<file path="src/rtl/pc_fetch_stage.sv">
// pc_fetch_stage
//   Instruction-fetch stage sitting after the PC-select mux. It holds the
//   architectural PC and keeps at most one instruction-memory request in
//   flight. Each fetched {pc, instr} pair goes to decode through a one-entry
//   valid/ready output register. A redirect always wins: it loads the
//   word-aligned target, flushes the output register, and any response that
//   is still outstanding gets dropped.
//
// Ports
//   clk, rst                  rising-edge clock, async active-high reset
//   redirect_valid/_pc        load redirect target as next fetch address
//   imem_req_valid/_ready     request handshake; imem_req_addr = fetch address
//   imem_rsp_valid/_data      response channel (no backpressure)
//   if_valid/_ready           output handshake towards decode
//   if_pc, if_instr           presented instruction and its PC
module pc_fetch_stage #(
  parameter logic [31:0] RESET_PC = 32'h0000_0000,
  parameter int unsigned XLEN     = 32
) (
  input  logic            clk,
  input  logic            rst,
  input  logic            redirect_valid,
  input  logic [XLEN-1:0] redirect_pc,
  output logic            imem_req_valid,
  input  logic            imem_req_ready,
  output logic [XLEN-1:0] imem_req_addr,
  input  logic            imem_rsp_valid,
  input  logic [XLEN-1:0] imem_rsp_data,
  output logic            if_valid,
  input  logic            if_ready,
  output logic [XLEN-1:0] if_pc,
  output logic [XLEN-1:0] if_instr
);

  typedef enum logic [1:0] {
    S_REQ,
    S_WAIT,
    S_DROP
  } state_e;

  state_e          state_q, state_d;
  logic [XLEN-1:0] pc_q, pc_d;
  logic            if_valid_q, if_valid_d;
  logic [XLEN-1:0] if_pc_q, if_pc_d;
  logic [XLEN-1:0] if_instr_q, if_instr_d;
  logic            free;
  logic            req_fire;

  // A request is only issued while the output slot can take its response,
  // so a response can never overwrite an entry decode has not consumed.
  always_comb begin
    free           = !if_valid_q || if_ready;
    imem_req_valid = !rst && (state_q == S_REQ) && free && !redirect_valid;
    imem_req_addr  = pc_q;
    req_fire       = imem_req_valid && imem_req_ready;
  end

  always_comb begin
    state_d    = state_q;
    pc_d       = pc_q;
    if_valid_d = if_valid_q;
    if_pc_d    = if_pc_q;
    if_instr_d = if_instr_q;

    if (if_valid_q && if_ready) begin
      if_valid_d = 1'b0;
    end

    unique case (state_q)
      S_REQ: begin
        if (req_fire) begin
          state_d = S_WAIT;
        end
      end
      S_WAIT: begin
        if (imem_rsp_valid) begin
          if_valid_d = 1'b1;
          if_pc_d    = pc_q;
          if_instr_d = imem_rsp_data;
          pc_d       = pc_q + XLEN'(4);
          state_d    = S_REQ;
        end
      end
      S_DROP: begin
        if (imem_rsp_valid) begin
          state_d = S_REQ;
        end
      end
      default: state_d = S_REQ;
    endcase

    // Redirect overrides everything above, including a response landing in
    // the same cycle. If a request is still outstanding and its response has
    // not arrived yet, go to DROP so that response is swallowed when it shows.
    if (redirect_valid) begin
      pc_d       = {redirect_pc[XLEN-1:2], 2'b00};
      if_valid_d = 1'b0;
      if_pc_d    = if_pc_q;
      if_instr_d = if_instr_q;
      if ((state_q == S_REQ) || imem_rsp_valid) begin
        state_d = S_REQ;
      end else begin
        state_d = S_DROP;
      end
    end
  end

  always_ff @(posedge clk or posedge rst) begin
    if (rst) begin
      state_q    <= S_REQ;
      pc_q       <= {RESET_PC[XLEN-1:2], 2'b00};
      if_valid_q <= 1'b0;
      if_pc_q    <= '0;
      if_instr_q <= '0;
    end else begin
      state_q    <= state_d;
      pc_q       <= pc_d;
      if_valid_q <= if_valid_d;
      if_pc_q    <= if_pc_d;
      if_instr_q <= if_instr_d;
    end
  end

  assign if_valid = if_valid_q;
  assign if_pc    = if_pc_q;
  assign if_instr = if_instr_q;

endmodule

</file>
<file path="config.mk">
export PLATFORM = sky130hd
export DESIGN_NAME = pc_fetch_stage
export DESIGN_NICKNAME = d
export VERILOG_FILES = /design/src/rtl/pc_fetch_stage.sv
export SDC_FILE = /design/constraint.sdc
export NUM_CORES = 1
export LEC_CHECK = 0
export BUFFER_PORTS_ARGS = -buffer_cell sky130_fd_sc_hd__buf_2
export CAP_MARGIN = 10
export CORE_ASPECT_RATIO = 1.1
export CORE_MARGIN = 2
export CORE_UTILIZATION = 54
export CTS_BUF_LIST = sky130_fd_sc_hd__clkbuf_2
export CTS_CLUSTER_DIAMETER = 200
export DETAILED_ROUTE_END_ITERATION = 12
export HOLD_SLACK_MARGIN = 0.1
export PLACE_DENSITY = 0.9
export SYNTH_ARGS = -nofsm -noshare
export SYNTH_HDL_FRONTEND = slang
export SYNTH_SLANG_ARGS = --single-unit
</file>
<file path="constraint.sdc">
create_clock -name clk -period 12.2 [get_ports clk]
set_input_delay 2.44 -clock clk [delete_from_list [all_inputs] [get_ports clk]]
set_output_delay 2.44 -clock clk [all_outputs]
set_load 0.005 [all_outputs]
</file>
==> qor.csv <==
metric,value,unit
worst-skew pair later-pin latency,530,ps
setup violators final,0,
gp weighted congestion,0.744,
GR Overflow Total,0,
Post-CTS Setup Bufs,0,
Synth Area per Inst,11.8,sq um
Core Region,7560,sq um
antenna violations before repair,0,
Area Overhead vs Synth,24.0,%
min cycle time layout,6110,ps
routed length per instance,16.4,um
maxcap violations,0,
global-route wire length before repair,16300,um
power per standard cell area,172,nW/um^2
Post-Route Setup TNS,0,ps
Sw Pwr,0.264,mW
Max VDD drop,0.0000888,V
Final Max Tran Viols,0,
hold path endpoint,if_pc[18]$_DFFE_PP0P_,
CP Launch Type,input port,
worst path buffer plus inverter count,3,
Hold Buf Count CTS,0,
synthesized cell area,4260,sq um
ys async rst share,1.00,
Reg-to-Reg Start,state_q[1]$_DFFE_PP0P_,
most used routing layer,met2,
critical path endpoint category,primary output,
post-synthesis sequential area ratio,0.558,
total CTS buffers,9,
crit path max fanout,37,
CP cell instances,buf_2 -> inv_2 -> and4_1 -> buf_2,
most used flip-flop cell after synthesis,dfrtp_1,
clk sink count,95,
Most Frequent Cell on Critical Path,buf_2,
fin crit share,0.501,
#FFs+latches synth,95,
Max clock buf depth,2,
row count,33,
logic gate share of total power,0.274,
worst min-delay path startpoint,if_pc[18]$_DFFE_PP0P_,
Sequential Power Share,0.516,
Yosys cell types,38,
clk root buf,clkbuf_2,
Worst R2R End,imem_req_addr[25]$_DFFE_PP0N_,
Fin Hold WS,510,ps
Internal Power,0.644,mW
initial core utilization,0.564,
grt met2 use,0.416,
warnings from Yosys,0,
Worst Path Required,9760,ps
arrival time worst endpoint,3670,ps
RSZ-0062 raised after global routing,no,
clock power share,0.209,
share of cells above drive strength 1,0.469,
# IOs,168,
Worst Skew,46.2,ps
Worst Max-Slew Pin Slew,879,ps
detailed-route DRC error count,0,
Worst slew margin,0.414,
vias in the first global route,3540,
WHS Path Cells,2,
Final #Nets,589,
Clock Pin Slew Worst Setup and Hold Paths,220,ps
cells after synthesis,362,
dpl hpwl,7320,um
Die ar.,8610,sq um
CP max stage delay,400,ps
"slowest stage cell, crit path",buf_2,
"setup slack, reg-to-reg",9590,ps
drt pass-1 iters,4,
H-tree levels,3,
Final Hold Fails,0,
Die W,88.7,um
IO buf count,161,
Via density,5.59,
min-delay worst type,register to register,
Iteration-0 DRC Markers,120,
number of flops mapped to enable cells by yosys,0,
Max Fclk,164,MHz
met1 Use GR,0.289,
die height,97.1,um
pin count of the biggest net entering global routing,66,
Setup CP Type,input port to primary output,
PostCTS Resize Cnt,0,
worst reg2reg path depth,6,
ant diodes,0,
total number of vias,3494,
WL final,10300,um
CP top delay family,buffers and inverters,
post-route ant nets,0,
routing usage on met3,0.0688,
status,"finished, final reports clean",
P_leak,2.54,nW
CTS tree,done,
gr usage total,0.241,
switching fraction of total power,0.291,
-- power by group through the flow --
stage	sequential (mW)	clock (mW)	combinational (mW)
global route	0.483	0.205	0.278
global placement	0.466	0	0.243
CTS	0.469	0.192	0.254
detailed placement	0.476	0	0.253
floorplan	0.480	0	0.109
finish	0.469	0.190	0.249
-- kinds of logic after synthesis --
logic type / count (synthesis) / synth area share
compound gates: 53 / 0.0793
xor+xnor: 11 / 0.0226
fa+ha+maj: 3 / 0.00882
buf+inv: 30 / 0.0311
flops: 95 / 0.558
mux: 60 / 0.158
other cells: 1 / 0.000881
simple gates: 109 / 0.140
-- layout by cell type, fill, tap and decap left out, drive strengths merged, types with 12 or more instances in the layout --
cell / n
o21ai: 17
dfrtp: 95
a31oi: 16
buf: 162
nand4: 14
nand2: 28
nand3: 12
or4: 15
mux2: 59
nor2: 19
o31ai: 14
-- flip-flops by register name, summed over array words and instances, names as in the netlist --
| name | count |
|---|---|
| if_pc | 30 |
| if_instr | 32 |
| if_valid | 1 |
| state_q | 2 |
| imem_req_addr | 30 |
-- routing by layer --
metal,share of wire,vias to the layer above,wire length (um)
li1,-,1632,-
met3,0.086,11,883
met2,0.50,166,5110
met5,0,-,0
met1,0.41,1685,4190
met4,0.0083,0,85
-- cell usage after synthesis (3+ instances only) --
master	n	area (sq um)
nand3_1	12	60.1
or4_1	15	113
nand4_1	12	75.1
xor2_1	9	78.8
inv_1	7	26.3
o31ai_1	14	105
mux2_2	59	664
a31oi_1	16	100
clkbuf_1	15	56.3
ha_1	3	37.5
nand2_1	28	105
o21ai_0	17	85.1
dfrtp_1	95	2380
and3_1	4	25.0
nor2_1	19	71.3
or3_1	3	18.8
and4_1	4	35.0
buf_4	5	37.5
-- area by class of cell --
type | count | area, sq um
clock inverters | 6 | 110
clock buffers | 9 | 45.0
fillers | 550 | 2270
well taps | 105 | 131
multi-input cells | 240 | 1770
repair buffers | 162 | 813
inverters | 8 | 32.5
flip-flops and latches | 95 | 2380
-- worst max-delay path by stage --
stage / from / endpoint / cells after the start / slack [ps]
5_1_grt: redirect_valid / imem_req_valid / 4 / 5980
2_1_floorplan: rst / imem_req_valid / 2 / 4890
3_5_place_dp: redirect_valid / imem_req_valid / 4 / 6110
6_report: redirect_valid / imem_req_valid / 4 / 6090
3_3_place_gp: redirect_valid / imem_req_valid / 4 / 6130
4_1_cts: redirect_valid / imem_req_valid / 4 / 6120
-- through the flow --
stage          std cells   util  area [sq um]  setup WS, ps  power, mW
2_1_floorplan        365      -          4270          4890      0.589
3_3_place_gp         610  0.678          5130          6130      0.709
3_5_place_dp         610  0.678          5130          6110      0.729
4_1_cts              625  0.699          5280          6120      0.915
5_1_grt              625  0.699          5280          5980      0.966
6_report             625  0.699          5280          6090      0.909
-- tightest hold or removal path: cells and delay by family (launching register included) --
kind / cells / cell delay (ps)
flops: 1 / 400
compound gates: 1 / 60
simple gates: 1 / 50
Note: power is estimated with default switching activity, not from simulation.
